File: src/rtl/stat_stream_calc_if.sv
// ---------------------------------------------------------------------------
// stat_stream_calc_if
//
// Bundles the sample stream and the result stream of the statistics engine.
//
// Sample side  : in_valid / in_ready handshake carrying in_data, plus the
//                statistic select op (sampled with the first sample only).
// Result side  : out_valid / out_ready handshake carrying result and the
//                one-hot tag max_f / min_f / mean_f / var_f.
//
// Modports
//    master : producer of samples and consumer of results (e.g. a testbench)
//    slave  : the statistics engine itself
// ---------------------------------------------------------------------------
interface stat_stream_calc_if #(
   parameter int WIDTH = 4
);

   logic                 in_valid;
   logic                 in_ready;
   logic [WIDTH-1:0]     in_data;
   logic [3:0]           op;
   logic                 out_valid;
   logic                 out_ready;
   logic [2*WIDTH-1:0]   result;
   logic                 max_f;
   logic                 min_f;
   logic                 mean_f;
   logic                 var_f;

   modport master (
      output in_valid,
      input  in_ready,
      output in_data,
      output op,
      input  out_valid,
      output out_ready,
      input  result,
      input  max_f,
      input  min_f,
      input  mean_f,
      input  var_f
   );

   modport slave (
      input  in_valid,
      output in_ready,
      input  in_data,
      input  op,
      output out_valid,
      input  out_ready,
      output result,
      output max_f,
      output min_f,
      output mean_f,
      output var_f
   );

endinterface

File: src/rtl/stat_stream_calc.sv
// ---------------------------------------------------------------------------
// stat_stream_calc
//
// Streaming statistics engine. Collects a frame of COUNT unsigned samples,
// tracks max, min, sum and sum-of-squares, then presents one selected
// statistic (Max, Min, Mean or Var) with a one-hot tag on the result port.
//
// Parameters
//    WIDTH : sample width in bits (>= 2)
//    COUNT : samples per frame (power of two, >= 2)
//
// Ports
//    clk    : rising-edge clock
//    rst_n  : asynchronous active-low reset
//    bus_io : slave side of stat_stream_calc_if (sample + result streams)
// ---------------------------------------------------------------------------
module stat_stream_calc #(
   parameter int WIDTH = 4,
   parameter int COUNT = 4
) (
   input  logic                   clk,
   input  logic                   rst_n,
   stat_stream_calc_if.slave      bus_io
);

   localparam int LOG2N = $clog2(COUNT);
   localparam int SUM_W = WIDTH + LOG2N;
   localparam int SQ_W  = 2*WIDTH + LOG2N;
   localparam int VAR_W = 2*WIDTH + 2*LOG2N;
   localparam int CNT_W = LOG2N + 1;
   localparam int RES_W = 2*WIDTH;

   typedef enum logic [1:0] {
      IDLE,
      ACCUM,
      CALC,
      DONE
   } state_t;

   state_t             state_q, state_d;

   logic [WIDTH-1:0]   maxAcc_q, maxAcc_d;
   logic [WIDTH-1:0]   minAcc_q, minAcc_d;
   logic [SUM_W-1:0]   sumAcc_q, sumAcc_d;
   logic [SQ_W-1:0]    sqAcc_q, sqAcc_d;
   logic [CNT_W-1:0]   count_q, count_d;
   logic [3:0]         op_q, op_d;

   logic [WIDTH-1:0]   maxStat_q, maxStat_d;
   logic [WIDTH-1:0]   minStat_q, minStat_d;
   logic [WIDTH-1:0]   meanStat_q, meanStat_d;
   logic [RES_W-1:0]   varStat_q, varStat_d;

   logic               inHandshake;
   logic               lastSample;
   logic [RES_W-1:0]   sampleExt;
   logic [RES_W-1:0]   sampleSq;
   logic [VAR_W-1:0]   scaledSq;
   logic [VAR_W-1:0]   sumExt;
   logic [VAR_W-1:0]   sumSquared;
   logic [VAR_W-1:0]   varFull;

   // Handshake and frame-end detection; in_ready is low outside IDLE/ACCUM,
   // so samples offered during CALC or DONE never qualify.
   assign inHandshake = bus_io.in_valid & bus_io.in_ready;
   assign lastSample  = (count_q == CNT_W'(COUNT - 1));

   // Square of the incoming sample, computed at full 2*WIDTH precision.
   assign sampleExt = {{WIDTH{1'b0}}, bus_io.in_data};
   assign sampleSq  = sampleExt * sampleExt;

   // Variance numerator COUNT*sumsq - sum^2. Multiplying by COUNT is a left
   // shift by LOG2N. The difference is never negative (Cauchy-Schwarz), and
   // after dividing by COUNT^2 it always fits in 2*WIDTH bits, so taking the
   // slice above the low 2*LOG2N bits gives the floored variance exactly.
   assign scaledSq   = {sqAcc_q, {LOG2N{1'b0}}};
   assign sumExt     = {{(VAR_W-SUM_W){1'b0}}, sumAcc_q};
   assign sumSquared = sumExt * sumExt;
   assign varFull    = scaledSq - sumSquared;

   // State register for the frame-control FSM.
   always_ff @(posedge clk or negedge rst_n) begin
      if (!rst_n) begin
         state_q <= IDLE;
      end else begin
         state_q <= state_d;
      end
   end

   // Next-state logic: accept COUNT samples, spend one cycle computing,
   // then hold the result until the consumer takes it.
   always_comb begin
      state_d = state_q;
      case (state_q)
         IDLE:  if (inHandshake) state_d = ACCUM;
         ACCUM: if (inHandshake && lastSample) state_d = CALC;
         CALC:  state_d = DONE;
         DONE:  if (bus_io.out_ready) state_d = IDLE;
         default: state_d = IDLE;
      endcase
   end

   // FSM outputs: the sample port is open only while collecting a frame,
   // and the result port is valid only in DONE.
   always_comb begin
      bus_io.in_ready  = 1'b0;
      bus_io.out_valid = 1'b0;
      case (state_q)
         IDLE:    bus_io.in_ready  = 1'b1;
         ACCUM:   bus_io.in_ready  = 1'b1;
         CALC:    bus_io.in_ready  = 1'b0;
         DONE:    bus_io.out_valid = 1'b1;
         default: bus_io.in_ready  = 1'b0;
      endcase
   end

   // Datapath next-state: the first sample of a frame seeds every
   // accumulator and captures op; later samples fold into the running
   // values; CALC turns the accumulators into the four statistics.
   always_comb begin
      maxAcc_d   = maxAcc_q;
      minAcc_d   = minAcc_q;
      sumAcc_d   = sumAcc_q;
      sqAcc_d    = sqAcc_q;
      count_d    = count_q;
      op_d       = op_q;
      maxStat_d  = maxStat_q;
      minStat_d  = minStat_q;
      meanStat_d = meanStat_q;
      varStat_d  = varStat_q;
      case (state_q)
         IDLE: begin
            if (inHandshake) begin
               op_d     = bus_io.op;
               maxAcc_d = bus_io.in_data;
               minAcc_d = bus_io.in_data;
               sumAcc_d = {{LOG2N{1'b0}}, bus_io.in_data};
               sqAcc_d  = {{LOG2N{1'b0}}, sampleSq};
               count_d  = CNT_W'(1);
            end
         end
         ACCUM: begin
            if (inHandshake) begin
               if (bus_io.in_data > maxAcc_q) maxAcc_d = bus_io.in_data;
               if (bus_io.in_data < minAcc_q) minAcc_d = bus_io.in_data;
               sumAcc_d = sumAcc_q + {{LOG2N{1'b0}}, bus_io.in_data};
               sqAcc_d  = sqAcc_q + {{LOG2N{1'b0}}, sampleSq};
               count_d  = count_q + CNT_W'(1);
            end
         end
         CALC: begin
            maxStat_d  = maxAcc_q;
            minStat_d  = minAcc_q;
            meanStat_d = sumAcc_q[LOG2N +: WIDTH];
            varStat_d  = varFull[2*LOG2N +: RES_W];
         end
         DONE: begin
            if (bus_io.out_ready) count_d = '0;
         end
         default: count_d = '0;
      endcase
   end

   // Datapath registers; reset discards any partial frame or pending result.
   always_ff @(posedge clk or negedge rst_n) begin
      if (!rst_n) begin
         maxAcc_q   <= '0;
         minAcc_q   <= '0;
         sumAcc_q   <= '0;
         sqAcc_q    <= '0;
         count_q    <= '0;
         op_q       <= '0;
         maxStat_q  <= '0;
         minStat_q  <= '0;
         meanStat_q <= '0;
         varStat_q  <= '0;
      end else begin
         maxAcc_q   <= maxAcc_d;
         minAcc_q   <= minAcc_d;
         sumAcc_q   <= sumAcc_d;
         sqAcc_q    <= sqAcc_d;
         count_q    <= count_d;
         op_q       <= op_d;
         maxStat_q  <= maxStat_d;
         minStat_q  <= minStat_d;
         meanStat_q <= meanStat_d;
         varStat_q  <= varStat_d;
      end
   end

   // Result selection by priority on the op latched with the first sample.
   // The statistics registers only change in CALC, so result and tag are
   // stable for the whole of DONE.
   always_comb begin
      bus_io.result = '0;
      bus_io.max_f  = 1'b0;
      bus_io.min_f  = 1'b0;
      bus_io.mean_f = 1'b0;
      bus_io.var_f  = 1'b0;
      if (op_q[3]) begin
         bus_io.result = {{WIDTH{1'b0}}, maxStat_q};
         bus_io.max_f  = 1'b1;
      end else if (op_q[2]) begin
         bus_io.result = {{WIDTH{1'b0}}, minStat_q};
         bus_io.min_f  = 1'b1;
      end else if (op_q[1]) begin
         bus_io.result = {{WIDTH{1'b0}}, meanStat_q};
         bus_io.mean_f = 1'b1;
      end else if (op_q[0]) begin
         bus_io.result = varStat_q;
         bus_io.var_f  = 1'b1;
      end
   end

endmodule

File: src/flat_wrapper.sv
// flat-port wrapper written by rule: the top's interface ports become plain ports
module stat_stream_calc_flat 
#(
   parameter int WIDTH = 4,
   parameter int COUNT = 4
)
  (clk, rst_n, bus_io_in_valid, bus_io_in_ready, bus_io_in_data, bus_io_op, bus_io_out_valid, bus_io_out_ready, bus_io_result, bus_io_max_f, bus_io_min_f, bus_io_mean_f, bus_io_var_f);
  stat_stream_calc_if #(.WIDTH(WIDTH)) bus_io_i ();
  input  logic clk;
  input  logic rst_n;
  input wire logic [$bits(bus_io_i.in_valid)-1:0] bus_io_in_valid;
  output wire logic [$bits(bus_io_i.in_ready)-1:0] bus_io_in_ready;
  input wire logic [$bits(bus_io_i.in_data)-1:0] bus_io_in_data;
  input wire logic [$bits(bus_io_i.op)-1:0] bus_io_op;
  output wire logic [$bits(bus_io_i.out_valid)-1:0] bus_io_out_valid;
  input wire logic [$bits(bus_io_i.out_ready)-1:0] bus_io_out_ready;
  output wire logic [$bits(bus_io_i.result)-1:0] bus_io_result;
  output wire logic [$bits(bus_io_i.max_f)-1:0] bus_io_max_f;
  output wire logic [$bits(bus_io_i.min_f)-1:0] bus_io_min_f;
  output wire logic [$bits(bus_io_i.mean_f)-1:0] bus_io_mean_f;
  output wire logic [$bits(bus_io_i.var_f)-1:0] bus_io_var_f;
  assign bus_io_i.in_valid = bus_io_in_valid;
  assign bus_io_in_ready = bus_io_i.in_ready;
  assign bus_io_i.in_data = bus_io_in_data;
  assign bus_io_i.op = bus_io_op;
  assign bus_io_out_valid = bus_io_i.out_valid;
  assign bus_io_i.out_ready = bus_io_out_ready;
  assign bus_io_result = bus_io_i.result;
  assign bus_io_max_f = bus_io_i.max_f;
  assign bus_io_min_f = bus_io_i.min_f;
  assign bus_io_mean_f = bus_io_i.mean_f;
  assign bus_io_var_f = bus_io_i.var_f;
  stat_stream_calc #(.WIDTH(WIDTH), .COUNT(COUNT)) u_core (.clk(clk), .rst_n(rst_n), .bus_io(bus_io_i));
endmodule
File: config.mk
export PLATFORM = sky130hd
export DESIGN_NAME = stat_stream_calc_flat
export DESIGN_NICKNAME = d
export VERILOG_FILES = /design/src/rtl/stat_stream_calc_if.sv /design/src/rtl/stat_stream_calc.sv /design/src/flat_wrapper.sv
export SDC_FILE = /design/constraint.sdc
export NUM_CORES = 1
export LEC_CHECK = 0
export BUFFER_PORTS_ARGS = -buffer_cell sky130_fd_sc_hd__buf_2
export CORE_MARGIN = 2
export CORE_UTILIZATION = 50
export CTS_CLUSTER_DIAMETER = 200
export DETAILED_ROUTE_END_ITERATION = 7
export HOLD_SLACK_MARGIN = 0.15
export PLACE_DENSITY = 0.77
export SLEW_MARGIN = 15
export SYNTH_ARGS = -nofsm -noshare
export SYNTH_HDL_FRONTEND = slang
export SYNTH_SLANG_ARGS = --single-unit
File: constraint.sdc
create_clock -name clk -period 4.3 [get_ports clk]
set_input_delay 0.215 -clock clk [delete_from_list [all_inputs] [get_ports clk]]
set_output_delay 0.215 -clock clk [all_outputs]
set_load 0.005 [all_outputs]
==> results of run 1 <==
[registers in the layout (all words and copies together), names as in the netlist]
name,flops
u_core.maxAcc_q,4
u_core.state_q,2
u_core.meanStat_q,4
u_core.count_q,3
u_core.sqAcc_q,10
u_core.maxStat_q,4
u_core.minStat_q,4
u_core.sumAcc_q,6
u_core.minAcc_q,4
u_core.varStat_q,8
u_core.op_q,4
[metrics by stage]
stage               cells  setup slack (ns)  setup TNS, ns  hold slack (ns)    util
floorplan             478            0.2395              0         -0.08059       -
global placement      602            0.2475              0           0.3833  0.5421
detailed placement    602           0.08017              0           0.3987  0.5421
CTS                   615           0.05203              0           0.2600  0.5591
global route          619          -0.01257       -0.01257           0.2780  0.5652
finish                619            0.1669              0           0.2714  0.5652
[timing repair]
item,in CTS,in global routing
setup endpoints to repair,0,5
setup buffers,0,4
endpoints found under the hold margin,57,0
hold buffers,5,0
resized for setup,0,7
[layout make-up]
class	instances	area (sq um)	share of cell area
clock inverter	3	28.78	0.005867
multi-input combinational	350	2858	0.5827
timing repair buffer	42	265.3	0.05408
inverter	58	217.7	0.04439
clock buffer	5	68.82	0.01403
tap	108	135.1	0.02755
sequential	53	1331	0.2714
[worst reg2reg max path, cell delays in order (launching register included)]
cell	delay, ns
dfrtp_2	0.46
nand2_1	0.17
ha_1	0.29
xor2_1	0.20
fa_1	0.46
fa_1	0.55
inv_1	0.05
fa_1	0.50
inv_1	0.04
ha_1	0.30
inv_1	0.07
a221oi_4	0.28
buf_4	0.18
nor2_2	0.04
or4_1	0.40
nand3_1	0.09
[final timing paths]
| path | start | to | slack (ns) | cells after the start |
|---|---|---|---|---|
| hold / removal | bus_io_in_valid | u_core.sqAcc_q[6] | 0.27 | 2 |
| setup reg to reg | u_core.sumAcc_q[1] | u_core.varStat_q[4] | 0.17 | 15 |
| setup / recovery | u_core.sumAcc_q[1] | u_core.varStat_q[4] | 0.17 | 15 |
| hold reg to reg | u_core.op_q[0] | u_core.op_q[0] | 0.52 | 1 |
| min in group asynchronous | rst_n | u_core.count_q[1] | 0.54 | 3 |
| max in group asynchronous | rst_n | u_core.sumAcc_q[4] | 3.25 | 3 |
[per-layer routing]
metal	GRT usage	up-vias
li1	-	1740
met1	0.2687	1766
met5	0	-
met4	0.07376	0
met2	0.3705	68
met3	0.01790	17
[cells in the final DEF, fill, tap and decap left out, types with 4 or more instances in the layout]
cell and n:
nor3_1 7, nor3b_1 5, ha_1 49, a21oi_1 23
mux2i_1 5, dfrtp_1 49, a22oi_1 8, nand3_1 14
o311a_1 4, a21o_1 12, and3_1 5, nand2_1 26
nand4_1 6, a31oi_1 4, nor2_1 23, a221oi_1 4
inv_1 56, and2_1 18, mux2_2 26, dfrtp_2 4
a211oi_1 5, buf_2 25, xor2_1 8, nor2b_1 7
fa_1 15, clkbuf_8 5, xnor2_1 10, dlygate4sd3_1 5
o21ai_0 24, buf_4 12
[logic make-up (layout without fill, tap and decap cells)]
group,Yosys count,after routing,synth area share
fa+ha+maj,64,64,0.2053
buf+inv,75,108,0.06329
simple gates,129,129,0.1533
mux,31,31,0.07707
xor+xnor,19,19,0.03741
compound gates,107,107,0.1654
flops,53,53,0.2982
==> impl_metrics.ini, run 1 <==
[outcome]
outcome = completed

[cts]
clock-root-buffer = clkbuf_8
clk_pin_slew_worst_paths_ns = 0.11
clock_latency_ns = 0.32
tritoncts = yes
clk_path_buf_depth = 2
clock_sinks = 53
cts_buffers = 5
ctsHtreeMaxLevel = 2

[place]
gp_congestion = 0.8075
port_buffers = 25
dpl-instance-area_sq_um = 4705
dpl.hpwl_mm = 7.410

[floorplan]
die_area_sq_um = 9667
die_w_microns = 98.32
dieHeight_microns = 98.32
core_sq_um = 8678
rows = 34
num_io_pins = 26
start_util = 0.5125

[worst_setup_path]
cpMaxStageDelayCell = fa_1
start_kind = flip-flop
cp_top_family = adder cells
required_ns = 4.56
critPathMaxStageDelay_ns = 0.55
path_class = flip-flop to flip-flop
worstPathCellList = nand2_1 -> ha_1 -> xor2_1 -> fa_1 -> fa_1 -> inv_1 -> fa_1 -> inv_1 -> ha_1 -> inv_1 -> a221oi_4 -> buf_4 -> nor2_2 -> or4_1 -> nand3_1
cp_max_fo = 6
endpoint_kind = flip-flop
arrival_ns = 4.40
critPathBufInv = 4

[final_layout]
syn_to_final_growth_pct = 10.27
layout.nets = 586
design_area_sq_um = 4905
drive_gt1_frac = 0.1683
n_fill_cell = 782
n_antenna_cell = 0

[synthesis]
ys_types = 52
yosys-top-cells-count = inv_1, dfrtp_1, ha_1
synth_top_area_cell = dfrtp_1
synth_seq_cells = 53
yosys-top-cells-area = dfrtp_1, ha_1, fa_1
synth_top_area_share = 0.2982
netlist_area_sq_um = 4448
syn-num-nets = 554
synth_edf_count = 0
synth_area_per_cell_sq_um = 9.305
ys_seq_area_frac = 0.2982
yosys_most_used_dff = dfrtp_1
yosys_warnings = 0
synthCells = 478
async_reset_ff_frac = 1.000
yosysMostFrequentCell = inv_1

[drt]
drc_errors = 0
topRoutingLayerUsed = met4
drtAntennaViolNets = 0
dr_wl_met3_microns = 238
drtPass1Iterations = 4
wl_per_cell_microns = 15.69
viasPerCell = 5.801
totalWireLength_mm = 9.710
met1_length_mm = 4.255
dr_wl_met2_mm = 4.929
drt_iter0_markers = 152
vias = 3591

[sta]
max_freq_ghz = 0.2419
worstMarginPinSlew_ns = 0.7994
skew_ns = 0.01491
drv_slew = 0
min_period_ns = 4.133
hold_viol_final = 0
setup_viol = 0
rsz0062_at_grt = yes
finalCritPeriodShare = 0.9612
relSlewSlack = 0.4635

[hold_path]
hp-class = input pin to flip-flop

[global_routing]
grt_pass1_wl_mm = 16.66
antenna_found_initial = 0
overflow = 0
grt_pass1_vias = 3546
grt_max_degree = 54
grt.total_usage = 0.2094

[flow_run]
cap_viol_max_count = 0
Power of run 1 is not shown: default switching activity piles up to over one toggle a cycle in this logic, so the estimate is an artifact.
==> run 2, diff against run 1 <==
--- a/config.mk
+++ b/config.mk
@@ -6,12 +6,14 @@
 export NUM_CORES = 1
 export LEC_CHECK = 0
 export BUFFER_PORTS_ARGS = -buffer_cell sky130_fd_sc_hd__buf_2
+export CELL_PAD_IN_SITES_DETAIL_PLACEMENT = 1
+export CELL_PAD_IN_SITES_GLOBAL_PLACEMENT = 1
 export CORE_MARGIN = 2
-export CORE_UTILIZATION = 50
+export CORE_UTILIZATION = 44
 export CTS_CLUSTER_DIAMETER = 200
 export DETAILED_ROUTE_END_ITERATION = 7
 export HOLD_SLACK_MARGIN = 0.15
-export PLACE_DENSITY = 0.77
+export PLACE_DENSITY = 0.85
 export SLEW_MARGIN = 15
 export SYNTH_ARGS = -nofsm -noshare
 export SYNTH_HDL_FRONTEND = slang
==> run 2 against run 1 <==
Via count increased by 3.9%. Sequential share of layout area decreased by 0.29 points. Flip-flop and latch count unchanged. Worst hold slack worse by 0.12 ns.
==> impl_metrics.ini, run 2 (same netlist as run 1, synthesis figures left out) <==
[global_routing]
grt_pass1_vias = 3981
busiest_layer = met2
grt_pass1_wl_mm = 20.19
use_met2 = 0.4192
antenna_found_initial = 0
grt.total_usage = 0.2313
use_met3 = 0.03244
grt_max_degree = 54
overflow = 0
use_met1 = 0.2769

[worst_setup_path]
arrival_ns = 4.36
endpoint_kind = flip-flop
required_ns = 4.53
crit_top_cell = inv_1
start_kind = flip-flop
worstPathCellList = buf_4 -> and2_1 -> ha_1 -> inv_1 -> fa_1 -> fa_1 -> inv_1 -> fa_1 -> inv_1 -> ha_1 -> inv_1 -> a221oi_4 -> nand4_1 -> and4_1 -> a221o_1
critPathMaxStageDelay_ns = 0.56
path_class = flip-flop to flip-flop
cp_max_fo = 7
cpMaxStageDelayCell = fa_1

[final_layout]
top_regs = u_core.sqAcc_q x10, u_core.varStat_q x8, u_core.sumAcc_q x6
syn_to_final_growth_pct = 11.34
n_fill_cell = 1150
layout_commonest_cell = inv_1
largest_reg_flops = 10
n_antenna_cell = 0
layout.nets = 587
drive_gt1_frac = 0.1738
layout_common_cells = inv_1, dfrtp_1, ha_1
final_cells = 645
regMostFlops = u_core.sqAcc_q

[sta]
skew_ns = 0.01197
finalCritPeriodShare = 0.9605
drv_slew = 0
setup_ws_ns = 0.1700
relSlewSlack = 0.2519
max_freq_ghz = 0.2421
min_period_ns = 4.130
worstMarginPinSlew_ns = 1.122
setup_viol = 0
rsz0062_at_grt = yes
hold_viol_final = 0

[cts]
clock-root-buffer = clkbuf_8
clk_path_buf_depth = 2
clock_sinks = 53
clk_pin_slew_worst_paths_ns = 0.12
cts_buffers = 5
ctsHtreeMaxLevel = 2
clock_latency_ns = 0.34
tritoncts = yes

[drt]
viasPerCell = 5.786
vias = 3732
drt_iter0_markers = 245
totalWireLength_mm = 12.82
drc_errors = 0
drtAntennaViolNets = 0
drtPass1Iterations = 4
wl_per_cell_microns = 19.88

[place]
dpl.hpwl_mm = 9.216
dp_cells = 627
port_buffers = 25
pre_cts_ws_ns = 0.07761
gp_congestion = 0.8396

[floorplan]
dieHeight_microns = 104.5
num_io_pins = 26
rows = 36
die_area_sq_um = 10930
die_w_microns = 104.5
start_util = 0.4551
core_sq_um = 9774

[hold_path]
hp-class = input pin to flip-flop

[outcome]
outcome = completed

[flow_run]
cap_viol_max_count = 0
-- run 2: cell count changes in the layout (fill, tap and decap cells not counted) --
cell,change
inv_6,+2
inv_8,-1
dlygate4sd3_1,-1
buf_4,+2
dfrtp_1,+1
clkinv_4,-1
ha_4,+1
ha_1,-1
nand2_1,-1
nand2_2,+1
dfrtp_2,-1
-- run 2: what timing repair did --
| action | in CTS | in global routing |
|---|---|---|
| hold endpoints to repair | 56 | 0 |
| setup endpoints to repair | 0 | 5 |
| buffers inserted | 0 | 6 |
| resized for setup | 0 | 8 |
| hold buffers | 4 | 0 |
-- run 2: worst paths after layout --
check | start | end | slack, ns | cells past startpoint
max | u_core.sumAcc_q[4] | u_core.varStat_q[7] | 0.17 | 15
min | bus_io_op[0] | u_core.op_q[0] | 0.15 | 2
max reg2reg | u_core.sumAcc_q[4] | u_core.varStat_q[7] | 0.17 | 15
min reg2reg | u_core.meanStat_q[0] | u_core.meanStat_q[0] | 0.53 | 1
max in group asynchronous | rst_n | u_core.sumAcc_q[4] | 3.23 | 3
min in group asynchronous | rst_n | u_core.varStat_q[6] | 0.53 | 3
-- run 2: area by class of cell --
class | count | area, sq um | area share
multi-input cells | 350 | 2873 | 0.5801
flip-flops and latches | 53 | 1330 | 0.2686
repair buffers | 43 | 270.3 | 0.05457
inverters | 58 | 217.7 | 0.04396
well taps | 133 | 166.4 | 0.03360
clock buffers | 5 | 68.82 | 0.01390
clock inverters | 3 | 26.28 | 0.005306
-- run 2: per-layer routing --
metal | up-vias | wire [microns]
li1 | 1733 | -
met1 | 1894 | 5232
met2 | 72 | 6768
met3 | 33 | 398
met4 | 0 | 425
met5 | - | 0
-- run 2: metrics by stage --
stage                     setup TNS [ns]  area [sq um]  hold WS, ns    util
after CTS                              0          4871       0.1535  0.4983
after detailed placement               0          4736       0.3975  0.4845
final                                  0          4952       0.1496  0.5067
after global routing             -0.1095          4952       0.1445  0.5067
after floorplan                        0          4448     -0.08059       -
after global placement                 0          4736       0.3917  0.4845
-- run 2: critical path: cells and delay by family, from the launching register on --
kind / cells / cell delay (ns)
adder cells (fa/ha/maj): 5 / 2.05
AND/OR/NAND/NOR: 3 / 0.53
flip-flops: 1 / 0.47
buffers and inverters: 5 / 0.45
AO/OA/AOI/OAI: 2 / 0.53
Power of run 2 is left out for the same reason.
==> run 3, diff against run 2 <==
--- a/config.mk
+++ b/config.mk
@@ -5,15 +5,15 @@
 export SDC_FILE = /design/constraint.sdc
 export NUM_CORES = 1
 export LEC_CHECK = 0
-export BUFFER_PORTS_ARGS = -buffer_cell sky130_fd_sc_hd__buf_2
+export BUFFER_PORTS_ARGS = -buffer_cell sky130_fd_sc_hd__buf_4
 export CELL_PAD_IN_SITES_DETAIL_PLACEMENT = 1
 export CELL_PAD_IN_SITES_GLOBAL_PLACEMENT = 1
 export CORE_MARGIN = 2
-export CORE_UTILIZATION = 44
+export CORE_UTILIZATION = 40
 export CTS_CLUSTER_DIAMETER = 200
 export DETAILED_ROUTE_END_ITERATION = 7
 export HOLD_SLACK_MARGIN = 0.15
-export PLACE_DENSITY = 0.85
+export PLACE_DENSITY = 0.78
 export SLEW_MARGIN = 15
 export SYNTH_ARGS = -nofsm -noshare
 export SYNTH_HDL_FRONTEND = slang
==> run 3 against run 2 <==
Count of clock-buffer cells in the layout stayed put. Wire length is 5.8% lower. Clock skew is 0.0070 ns lower. Final area is 0.81% higher. Via count is 1.1% lower. Worst hold slack better by 0.075 ns. Critical endpoint unchanged. Register-to-register slack better by 0.04 ns.
==> impl_metrics.ini, run 3 (same netlist as run 1, synthesis figures left out) <==
[floorplan]
rows = 38
dieHeight_microns = 109.5
die_area_sq_um = 11980
core_sq_um = 10840
num_io_pins = 26
die_w_microns = 109.5
start_util = 0.4103

[drt]
totalWireLength_mm = 12.08
drtPass1Iterations = 4
met1_length_mm = 5.263
topRoutingLayerUsed = met4
drtAntennaViolNets = 0
drt_iter0_markers = 170
vias = 3690
drc_errors = 0
wl_per_cell_microns = 18.61
dr_wl_met3_microns = 301
viasPerCell = 5.686
dr_wl_met2_mm = 6.316

[worst_setup_path]
r2r_slack_ns = 0.21
cp_max_fo = 5
reg2reg_depth = 14
required_ns = 4.52
arrival_ns = 4.31
cp_top_family = adder cells
start_kind = flip-flop
critPathMaxStageDelay_ns = 0.55
cpMaxStageDelayCell = fa_1
critPathBufInv = 3
endpoint_kind = flip-flop
r2r_end = u_core.varStat_q[7]
path_class = flip-flop to flip-flop
r2r_start = u_core.sumAcc_q[2]
worstPathCellList = nand2_1 -> ha_1 -> xor2_1 -> fa_1 -> fa_1 -> inv_1 -> fa_1 -> inv_1 -> ha_1 -> inv_1 -> a221oi_4 -> nand4_1 -> and4_1 -> a221o_1

[sta]
hold_viol_final = 0
whs_ns = 0.2245
min_period_ns = 4.093
drv_slew = 0
skew_ns = 0.005014
setup_viol = 0
max_freq_ghz = 0.2443
relSlewSlack = 0.2175
finalCritPeriodShare = 0.9519
worstMarginPinSlew_ns = 1.174

[final_layout]
multi_input_area_sq_um = 2858
n_antenna_cell = 0
n_fill_cell = 1269
syn_to_final_growth_pct = 12.24
regMostFlops = u_core.sqAcc_q
drive_gt1_frac = 0.1670
layout_commonest_cell = inv_1
top_regs = u_core.sqAcc_q x10, u_core.varStat_q x8, u_core.sumAcc_q x6
layout_common_cells = inv_1, dfrtp_1, ha_1
largest_reg_flops = 10
layout.nets = 584
regArea_sq_um = 1331
fin_util = 0.4605
final_cells = 649

[place]
dpl.hpwl_mm = 9.050
port_buffers = 25
dp_cells = 633
gp_congestion = 0.8589

[cts]
cts_buffers = 5
clock_latency_ns = 0.33
ctsHtreeMaxLevel = 2
clk_pin_slew_worst_paths_ns = 0.11
clock-root-buffer = clkbuf_8
clk_path_buf_depth = 2
clock_sinks = 53
tritoncts = yes

[flow_run]
cap_viol_max_count = 0

[global_routing]
antenna_found_initial = 0
overflow = 0
grt_pass1_vias = 3900
grt_pass1_wl_mm = 19.75
grt_max_degree = 54
grt.total_usage = 0.2134

[outcome]
outcome = completed

[hold_path]
min_from = bus_io_in_valid
holdPathEnd = u_core.sqAcc_q[6]
holdPathStages = 2
hp-class = input pin to flip-flop
==> run 3: worst reg2reg max path, stage by stage (launching register included) <==
cell      delay (ns)
dfrtp_2         0.44
nand2_1         0.11
ha_1            0.34
xor2_1          0.20
fa_1            0.46
fa_1            0.55
inv_1           0.06
fa_1            0.50
inv_1           0.05
ha_1            0.30
inv_1           0.07
a221oi_4        0.27
nand4_1         0.17
and4_1          0.22
a221o_1         0.27
==> run 3: cell type report <==
cell class              count  share of cell area
inverters                  58             0.04361
well taps                 140             0.03509
multi-input cells         350              0.5724
clock inverters             3            0.005764
clock buffers               5             0.01378
repair buffers             40             0.06266
flip-flops and latches     53              0.2667
==> run 3: per-stage QoR <==
stage,area (sq um),worst slack (ns),setup TNS [ns]
2_1_floorplan,4448,0.2395,0
3_3_place_gp,4800,0.2126,0
3_5_place_dp,4800,0.05070,0
4_1_cts,4947,0.03256,0
5_1_grt,4992,-0.02856,-0.02856
6_report,4992,0.2068,0
==> run 3: how the worst max path moves through the flow <==
stage	from	endpoint	slack, ns	depth (start not counted)
after floorplan	u_core.sumAcc_q[5]	u_core.varStat_q[7]	0.24	15
after global placement	u_core.sumAcc_q[1]	u_core.varStat_q[7]	0.21	14
after detailed placement	u_core.sumAcc_q[1]	u_core.varStat_q[7]	0.05	14
after CTS	u_core.sumAcc_q[1]	u_core.varStat_q[7]	0.03	14
after global routing	u_core.sumAcc_q[2]	u_core.varStat_q[7]	-0.03	14
final	u_core.sumAcc_q[2]	u_core.varStat_q[7]	0.21	14
==> run 3: repair_timing <==
action / in CTS / in global routing
resized for setup: 0 / 8
hold buffers: 5 / 0
buffers inserted: 0 / 3
setup endpoints to repair: 0 / 4
hold endpoints to repair: 57 / 0
==> run 3: metal layers <==
layer | track usage | vias up
met2 | 0.3845 | 48
met3 | 0.02430 | 16
met5 | 0 | -
li1 | - | 1733
met4 | 0.05606 | 0
met1 | 0.2705 | 1893
Power of run 3 is left out for the same reason.
